==> src/rtl/ternary_pkg.sv <==
// Shared ternary definitions: trit codes, PT-5 constants, SRAM geometry and the
// write-back FSM state type.
package ternary_pkg;

  localparam int ACC_W     = 32;
  localparam int SRAM_AW   = 12;
  localparam int SRAM_DW   = 24;
  localparam int PT5_TRITS = 5;

  localparam logic [7:0] PT5_ZERO_BYTE = 8'h79;

  localparam logic [1:0] TRIT_ZERO = 2'b00;
  localparam logic [1:0] TRIT_POS  = 2'b01;
  localparam logic [1:0] TRIT_NEG  = 2'b10;

  typedef enum logic [1:0] {
    ST_IDLE,
    ST_RUN,
    ST_WRITE,
    ST_DONE
  } wb_state_t;

  // Balanced trit to base-3 digit (trit + 1); the unused code 11 reads as zero.
  function automatic logic [1:0] trit_digit(input logic [1:0] trit);
    case (trit)
      TRIT_POS: trit_digit = 2'd2;
      TRIT_NEG: trit_digit = 2'd0;
      default:  trit_digit = 2'd1;
    endcase
  endfunction

endpackage

==> src/rtl/pt5_packer.sv <==
// Combinational PT-5 encoder: five 2-bit trits to one byte in 0..242.
// Exact inverse of pt5_unpacker; trit 0 is the least significant base-3 digit.
module pt5_packer
  import ternary_pkg::*;
(
  input  logic [2*PT5_TRITS-1:0] trits,
  output logic [7:0]             pt5_byte
);

  always_comb begin
    pt5_byte = 8'(trit_digit(trits[1:0]))
             + 8'd3  * 8'(trit_digit(trits[3:2]))
             + 8'd9  * 8'(trit_digit(trits[5:4]))
             + 8'd27 * 8'(trit_digit(trits[7:6]))
             + 8'd81 * 8'(trit_digit(trits[9:8]));
  end

endmodule

==> src/rtl/pt5_writeback_packer.sv <==
// Result write-back path: quantises accumulator beats to trits, packs five per
// PT-5 byte, three bytes per word, and writes words to SRAM at base + n*stride.
module pt5_writeback_packer #(
  parameter int ACC_W   = ternary_pkg::ACC_W,
  parameter int SRAM_AW = ternary_pkg::SRAM_AW,
  parameter int SRAM_DW = ternary_pkg::SRAM_DW
) (
  input  logic                 clk,
  input  logic                 reset,
  input  logic                 start,
  input  logic [SRAM_AW-1:0]   base_addr,
  input  logic [7:0]           stride,
  input  logic [31:0]          threshold,
  input  logic                 in_valid,
  output logic                 in_ready,
  input  logic [5*ACC_W-1:0]   in_data,
  input  logic                 in_last,
  output logic [SRAM_AW-1:0]   sram_waddr,
  output logic [SRAM_DW-1:0]   sram_wdata,
  output logic                 sram_we,
  input  logic                 sram_ready,
  output logic                 busy,
  output logic                 done,
  output logic [15:0]          word_count
);

  import ternary_pkg::*;

  wb_state_t state, state_nxt;

  logic [SRAM_AW-1:0]     addr_q;
  logic [7:0]             stride_q;
  logic [30:0]            thr_q;
  logic [1:0]             byte_idx;
  logic [SRAM_DW-1:0]     word_q;
  logic                   last_seen;
  logic [15:0]            word_count_q;

  logic [2*PT5_TRITS-1:0] trit_vec;
  logic [7:0]             beat_byte;
  logic signed [ACC_W:0]  t_pos, t_neg;
  logic                   beat_fire, word_end;
  logic                   unused_thr_sign;

  assign unused_thr_sign = threshold[31];

  assign t_pos = $signed({{(ACC_W-30){1'b0}}, thr_q});
  assign t_neg = -t_pos;

  // One extra bit keeps -t representable even for t = 2^31-1.
  always_comb begin
    logic signed [ACC_W:0] v_ext;
    trit_vec = '0;
    v_ext    = '0;
    for (int i = 0; i < PT5_TRITS; i++) begin
      v_ext = $signed({in_data[i*ACC_W+ACC_W-1], in_data[i*ACC_W +: ACC_W]});
      if (v_ext > t_pos)
        trit_vec[2*i +: 2] = TRIT_POS;
      else if (v_ext < t_neg)
        trit_vec[2*i +: 2] = TRIT_NEG;
      else
        trit_vec[2*i +: 2] = TRIT_ZERO;
    end
  end

  pt5_packer u_packer (
    .trits    (trit_vec),
    .pt5_byte (beat_byte)
  );

  assign beat_fire = in_valid && (state == ST_RUN);
  assign word_end  = beat_fire && ((byte_idx == 2'd2) || in_last);

  always_comb begin
    state_nxt = state;
    case (state)
      ST_IDLE:  if (start) state_nxt = ST_RUN;
      ST_RUN:   if (word_end) state_nxt = ST_WRITE;
      ST_WRITE: if (sram_ready) state_nxt = last_seen ? ST_DONE : ST_RUN;
      ST_DONE:  state_nxt = ST_IDLE;
      default:  state_nxt = ST_IDLE;
    endcase
  end

  assign in_ready   = (state == ST_RUN);
  assign sram_we    = (state == ST_WRITE);
  assign busy       = (state == ST_RUN) || (state == ST_WRITE);
  assign done       = (state == ST_DONE);
  assign sram_waddr = addr_q;
  assign sram_wdata = word_q;
  assign word_count = word_count_q;

  // The first byte of a word pre-fills the upper slots with the zero byte, so
  // a word closed early by in_last is already padded.
  always_ff @(posedge clk) begin
    if (reset) begin
      state        <= ST_IDLE;
      addr_q       <= '0;
      stride_q     <= '0;
      thr_q        <= '0;
      byte_idx     <= '0;
      word_q       <= '0;
      last_seen    <= 1'b0;
      word_count_q <= '0;
    end else begin
      state <= state_nxt;
      case (state)
        ST_IDLE: begin
          if (start) begin
            addr_q       <= base_addr;
            stride_q     <= (stride == 8'd0) ? 8'd1 : stride;
            thr_q        <= threshold[30:0];
            word_count_q <= '0;
            last_seen    <= 1'b0;
            byte_idx     <= '0;
          end
        end
        ST_RUN: begin
          if (beat_fire) begin
            if (byte_idx == 2'd0)
              word_q <= {PT5_ZERO_BYTE, PT5_ZERO_BYTE, beat_byte};
            else
              word_q[8*byte_idx +: 8] <= beat_byte;
            byte_idx  <= word_end ? 2'd0 : byte_idx + 2'd1;
            last_seen <= in_last;
          end
        end
        ST_WRITE: begin
          if (sram_ready) begin
            word_count_q <= word_count_q + 16'd1;
            addr_q       <= addr_q + SRAM_AW'(stride_q);
          end
        end
        default: ;
      endcase
    end
  end

endmodule

==> config.mk <==
export PLATFORM = sky130hd
export DESIGN_NAME = pt5_writeback_packer
export DESIGN_NICKNAME = d
export VERILOG_FILES = /design/src/rtl/ternary_pkg.sv /design/src/rtl/pt5_packer.sv /design/src/rtl/pt5_writeback_packer.sv
export SDC_FILE = /design/constraint.sdc
export NUM_CORES = 1
export LEC_CHECK = 0
export ABC_CLOCK_PERIOD_IN_PS = 7900
export CORE_ASPECT_RATIO = 2
export CORE_UTILIZATION = 48
export DETAILED_ROUTE_END_ITERATION = 8
export PLACE_DENSITY = 0.76
export SLEW_MARGIN = 15
export SYNTH_ARGS = -nofsm -noshare
export SYNTH_HDL_FRONTEND = slang
export SYNTH_SLANG_ARGS = --single-unit
==> constraint.sdc <==
create_clock -name clk -period 7.9 [get_ports clk]
set_clock_uncertainty 0.05 [all_clocks]
set_input_delay 2.37 -clock clk [delete_from_list [all_inputs] [get_ports clk]]
set_output_delay 2.37 -clock clk [all_outputs]
set_load 0.02 [all_outputs]
# Word-level counts from Yosys, hierarchy flattened
# Index checks and enable logic that the tools add are counted.
dict set report totals {
  regBits 96
  latch_bits 0
  ram_bits 0
  mem_bits_ro 0
  in_bits 218
  output_inout_bits 56
  word_cells 101
  n_memories 0
}
dict set report op_classes {
  add_sub_neg 9
  mul 4
  n_div 0
  magnitude_cmp 10
  eq_ne 18
  n_shift 2
  n_mux 36
  n_bitwise 0
  reduce_logical 14
}
# op n
set op_table {}
lappend op_table {{$lt A32 B33 Y1} 5}
lappend op_table {{$gt A32 B32 Y1} 5}
lappend op_table {{$mux W2} 17}
lappend op_table {{$neg A5 Y34} 1}
lappend op_table {{$shift A8 B34 Y24 const A} 1}
lappend op_table {{$shiftx A8 B34 Y24} 1}
lappend op_table {{$neg A31 Y33} 1}
lappend op_table {{$mux W16} 2}
lappend op_table {{$pmux W16 S2} 1}
lappend op_table {{$bwmux W24} 1}
lappend op_table {{$mux W12} 2}
lappend op_table {{$mux W24} 1}
lappend op_table {{$pmux W12 S2} 1}
lappend op_table {{$pmux W2 S2} 6}
lappend op_table {{$add A16 B1 Y16 const B} 1}
lappend op_table {{$eq A2 B2 Y1 const B} 8}
lappend op_table {{$add A12 B8 Y12} 1}
lappend op_table {{$eq A2 B1 Y1 const B} 6}
lappend op_table {{$reduce_and A3 Y1} 3}
lappend op_table {{$add A8 B6 Y8} 1}
lappend op_table {{$add A8 B7 Y8} 1}
lappend op_table {{$add A8 B8 Y8} 1}
lappend op_table {{$logic_not A8 Y1} 1}
lappend op_table {{$mul A7 B2 Y8 const A} 1}
lappend op_table {{16 further kinds} 24}

# Logic depth before layout (Yosys ltp)
dict set report logic_depth {
  word_depth 14
  depth_mapped 34
  ltp_nobuf 32
}

# Hierarchy
# From an unflattened synthesis, not the netlist that was laid out.
dict set report hier_totals {
  cells_unflattened 1550
  area_unflattened_um2 12493.2
}
# module instances cells_each area_per_inst_um2 seq_area_each_um2
set by_module_without_submodules {}
lappend by_module_without_submodules {pt5_writeback_packer 1 1468 11713.7 1921.8}
lappend by_module_without_submodules {pt5_packer 1 82 779.5 0.0}

# Least setup slack after synthesis
# No wires, ideal clock.
dict set report synth_timing {
  path_type {input -> register}
  start {input port in_data[92]}
  end {register word_q[7] (netlist: sram_wdata[7])}
  arrival_ps 7520
  required_ps 7777
  slack_ps 256
  stages 23
  n_path_buf 0
  cell_sequence {ha_1 > nand4_1 > or4_1 > nor4_1 > mux2_2 > a211oi_1 > inv_1 > ha_1 > inv_1 > ha_1 > fa_1 > inv_1 > fa_1 > inv_1 > fa_1 > a21o_1 > a21oi_1 > nor2b_1 > o21ai_0 > nand2b_1 > nor4b_1 > o31ai_1 > o211ai_2}
}
dict set report synth_between {
  elab_chain_len 12
  word_cells_on_any_way 14
  cone_classes {add/sub (3); mul (1); order compare (2); eq/ne (2); shift (1); mux (5)}
}
# element line
set synth_lines {}
lappend synth_lines {{start, declared} pt5_writeback_packer.sv:16} ;# input logic [5*ACC_W-1:0] in_data,
lappend synth_lines {{$lt A32 B33 Y1} pt5_writeback_packer.sv:59} ;# else if (v_ext < t_neg)
lappend synth_lines {{$mux W2} pt5_writeback_packer.sv:59}
lappend synth_lines {{$mux W2 *} pt5_writeback_packer.sv:57} ;# if (v_ext > t_pos)
lappend synth_lines {{$eq A2 B2 Y1 / $eq A2 B1 Y1 (equally long branches)} ternary_pkg.sv:25} ;# case (trit)
lappend synth_lines {{$pmux W2 S2 *} ternary_pkg.sv:25}
lappend synth_lines {{$mul A4 B2 Y6 *} pt5_packer.sv:13} ;# + 8'd9 * 8'(trit_digit(trits[5:4]))
lappend synth_lines {{$add A8 B6 Y8 *} pt5_packer.sv:13}
lappend synth_lines {{$add A8 B7 Y8 *} pt5_packer.sv:14} ;# + 8'd27 * 8'(trit_digit(trits[7:6]))
lappend synth_lines {{$add A8 B8 Y8 *} pt5_packer.sv:15} ;# + 8'd81 * 8'(trit_digit(trits[9:8]));
lappend synth_lines {{$shiftx A8 B34 Y24} pt5_writeback_packer.sv:123} ;# word_q[8*byte_idx +: 8] <= beat_byte;
lappend synth_lines {{$bwmux W24} pt5_writeback_packer.sv:123}
lappend synth_lines {{$mux W24 *} pt5_writeback_packer.sv:120} ;# if (byte_idx == 2'd0)
lappend synth_lines {{end signal, assigned} pt5_writeback_packer.sv:121} ;# word_q <= {PT5_ZERO_BYTE, PT5_ZERO_BYTE, beat_byte};
lappend synth_lines {{end signal, assigned by index} pt5_writeback_packer.sv:123}
lappend synth_lines {{end, declared} pt5_writeback_packer.sv:35} ;# logic [SRAM_DW-1:0] word_q;
# Every way passes the cells marked *; elsewhere a longest branch is shown, timed or not.
# A chain may end at the register's enable or synchronous reset.

# Worst setup path in the final report
dict set report layout_timing {
  start {input port in_data[89]}
  end {register word_q[23] (netlist: sram_wdata[23])}
}
dict set report layout_between {
  elab_chain_len 12
  word_cells_on_any_way 14
  cone_classes {add/sub (3); mul (1); order compare (2); eq/ne (2); shift (1); mux (5)}
}
# element line
set layout_lines {}
lappend layout_lines {{$lt A32 B33 Y1} pt5_writeback_packer.sv:59}
lappend layout_lines {{$mux W2} pt5_writeback_packer.sv:59}
lappend layout_lines {{$mux W2 *} pt5_writeback_packer.sv:57}
lappend layout_lines {{$eq A2 B2 Y1 / $eq A2 B1 Y1 (equally long branches)} ternary_pkg.sv:25}
lappend layout_lines {{$pmux W2 S2 *} ternary_pkg.sv:25}
lappend layout_lines {{$mul A4 B2 Y6 *} pt5_packer.sv:13}
lappend layout_lines {{$add A8 B6 Y8 *} pt5_packer.sv:13}
lappend layout_lines {{$add A8 B7 Y8 *} pt5_packer.sv:14}
lappend layout_lines {{$add A8 B8 Y8 *} pt5_packer.sv:15}
lappend layout_lines {{$shiftx A8 B34 Y24 *} pt5_writeback_packer.sv:123}
lappend layout_lines {{$bwmux W24 *} pt5_writeback_packer.sv:123}
lappend layout_lines {{$mux W24 *} pt5_writeback_packer.sv:120}
# Marked as above.

==> results.yml <==
routing:
  wl_per_cell_um: 21.7
  drc: 0
  route.vias.total: 13500
  firstDrtPassIters: 5
  postRouteAntennaNets: 0
  routed_via_density: 6.09
  drtIter0Drc: 598
  wirelength_um: 48200
power_and_ir_drop:
  p_leak_nw: 7.66
  p_per_area_mw_per_mm2: 257
  ir_drop_mv: 0.322
timing:
  finalHoldViolCount: 0
  timing.slew.headroom_pct: 17.2
  max_freq_mhz: 131
  grt_setup_unrepaired: "yes"
  hold_slack_ns: 0.414
  maxSlewViolCount: 0
  tightest_slew_ns: 1.24
  setup_viol: 0
  timing.final.crit_period_ns: 7.65
  finalCritPeriodShare_pct: 96.9
clocking:
  cts_tree: "done"
  clk_path_buf_depth: 2
  h-tree-depth: 3
  numCtsBuffers: 9
  path_clk_slew_ns: 0.07
  root_buffer: "clkbuf_16"
  clock_latency_ns: 0.37
  cts_sinks: 96
synth:
  synthArstFlopShare_pct: 0
  yosys_warnings: 0
  synth-seq-cells: 96
  syn_nets: 2080
  netlist_instances: 1505
  syn_area_mm2: 0.0125
  synth_top_area_share_pct: 34.9
  syn_avg_cell_area_um2: 8.31
  synth_area_leaders: "ha_1 (35%), dfxtp_1 (15%), a21oi_1 (5.6%)"
  synth_cell_types: 72
  synth.largest_area_cell: "ha_1"
  synth_common_cells: "ha_1 (349), a21oi_1 (141), nand2_1 (139)"
  ys_seq_area_share_pct: 15.4
  synth_edf_count: 0
  synth_top_flop_cell: "dfxtp_1"
  yosysMostFrequentCell: "ha_1"
setup_path:
  crit_path_end_kind: "register"
  criticalPathCategory: "in2reg"
  startpoint_type: "primary input"
  cp.required_ns: 8.15
  critPathArrivalTime_ns: 7.90
  critical_path_peak_fanout: 4
die:
  chipHeight_um: 230
  die_area_mm2: 0.0267
  ios: 274
  core_area_mm2: 0.0257
  rows: 83
  initial_core_util_pct: 48.7
  die-width_um: 116
global_routing:
  grt_pass1_vias: 14100
  grt_max_degree: 90
  grt_overflow_total: 0
  antenna_found_initial: 1
  grt_pass1_wl_um: 73100
  gr-usage-all-layers_pct: 36.9
finish:
  synthToLayoutAreaGrowth_pct: 35.2
  fin_area_mm2: 0.0169
  fin_nets: 2447
  fillers: 2240
  drive_above_1_share_pct: 10.1
  utilization_pct: 65.9
placement:
  dp_hpwl_um: 40100
  place_congestion: 1.04
  io_buffer_count: 272
  placed_area_mm2: 0.0164
hold_path:
  hp-class: "reg2reg"
status:
  outcome: "completed"
run:
  maxCapViolations: 0
==> per-stage QoR <==
stage	worst slack, ns	power [mW]	TNS (ns)	std cells
after floorplan	0.256	2.56	0	1505
after global placement	-0.540	3.63	-3.97	2199
after detailed placement	-0.621	3.74	-5.27	2199
after CTS	0.0148	4.21	0	2215
after global routing	-0.0334	4.72	-0.109	2218
final	0.248	4.35	0	2218
==> path summary, 6_finish.rpt <==
path                                    start        endpoint  slack, ns  cells after the start
worst max-delay path              in_data[89]  sram_wdata[23]       0.25                     25
worst min-delay path            sram_wdata[0]   sram_wdata[0]       0.41                      2
worst max register to register       thr_q[1]  sram_wdata[23]       0.36                     33
worst min register to register  sram_wdata[0]   sram_wdata[0]       0.41                      2
==> kinds of logic after synthesis <==
kind of cell               after synthesis  share of synthesized area [%]
xor gates and xnor gates                49                           3.54
DFF                                     96                           15.4
buffers and inverters                  114                           3.60
adders and majority gates              358                           36.3
muxes                                   10                          0.831
AOI/OAI and AO/OA                      411                           21.7
and+or+nand+nor                        467                           18.7
==> flip-flops by register name, indices dropped and copies added, names as in the netlist <==
signal and count:
byte_idx 2, last_seen 1, sram_waddr 12, sram_wdata 24, state 2, stride_q 8
thr_q 31, word_count 16
==> power by group <==
part / total [mW] / leakage [nW] / switching, mW / internal [mW]
combinational: 3.26 / 6.75 / 1.85 / 1.40
clock: 0.437 / 0.125 / 0.218 / 0.218
sequential: 0.651 / 0.783 / 0.0804 / 0.571
total: 4.35 / 7.66 / 2.15 / 2.19
==> final cells by class <==
type / instances / area, um2 / share of cell area, %
multi-input cells: 1295 / 10400 / 61.3
repair buffers: 391 / 3620 / 21.4
flip-flops and latches: 96 / 1920 / 11.4
well taps: 340 / 425 / 2.52
inverters: 79 / 297 / 1.75
clock buffers: 10 / 229 / 1.35
clock inverters: 6 / 52.6 / 0.311
diodes: 1 / 2.50 / 0.0148
==> routing by layer <==
metal	routed length, um	up-vias	share of wire (%)	track usage [%]
met2	24000	588	50	64.2
met4	5790	0	12	40.1
met3	3560	293	7.4	11.4
met1	14800	6213	31	30.5
li1	-	6411	-	-
met5	0	-	0	0
==> cells in the final DEF, fill, tap and decap left out, drive strengths merged, types with 52 or more instances in the layout <==
cell type / n
a21o: 70
a21oi: 141
buf: 120
clkdlybuf4s50: 268
dfxtp: 96
ha: 349
inv: 81
nand2: 139
nand4: 52
nor2: 92
==> worst max-delay path, stage by stage <==
cell,delay (ns)
clkdlybuf4s50_1,0.47
ha_4,0.29
nand2_1,0.05
or4_4,0.55
nor4_4,0.29
mux2_2,0.36
a211oi_2,0.18
inv_1,0.07
ha_1,0.27
inv_1,0.05
ha_1,0.21
fa_1,0.50
inv_1,0.06
fa_1,0.53
inv_1,0.07
fa_2,0.40
a21o_1,0.18
a21oi_2,0.15
nor2b_1,0.07
o21ai_1,0.13
nand2b_1,0.14
buf_4,0.18
nor3_1,0.13
o31ai_1,0.11
o211ai_2,0.08
==> what timing repair did <==
action,4_1_cts,5_1_grt
setup endpoints to repair,7,15
setup buffers,0,2
pin swaps,0,15
hold buffers,0,0
gates resized for setup,9,37
(Power assumes the default switching activity.)
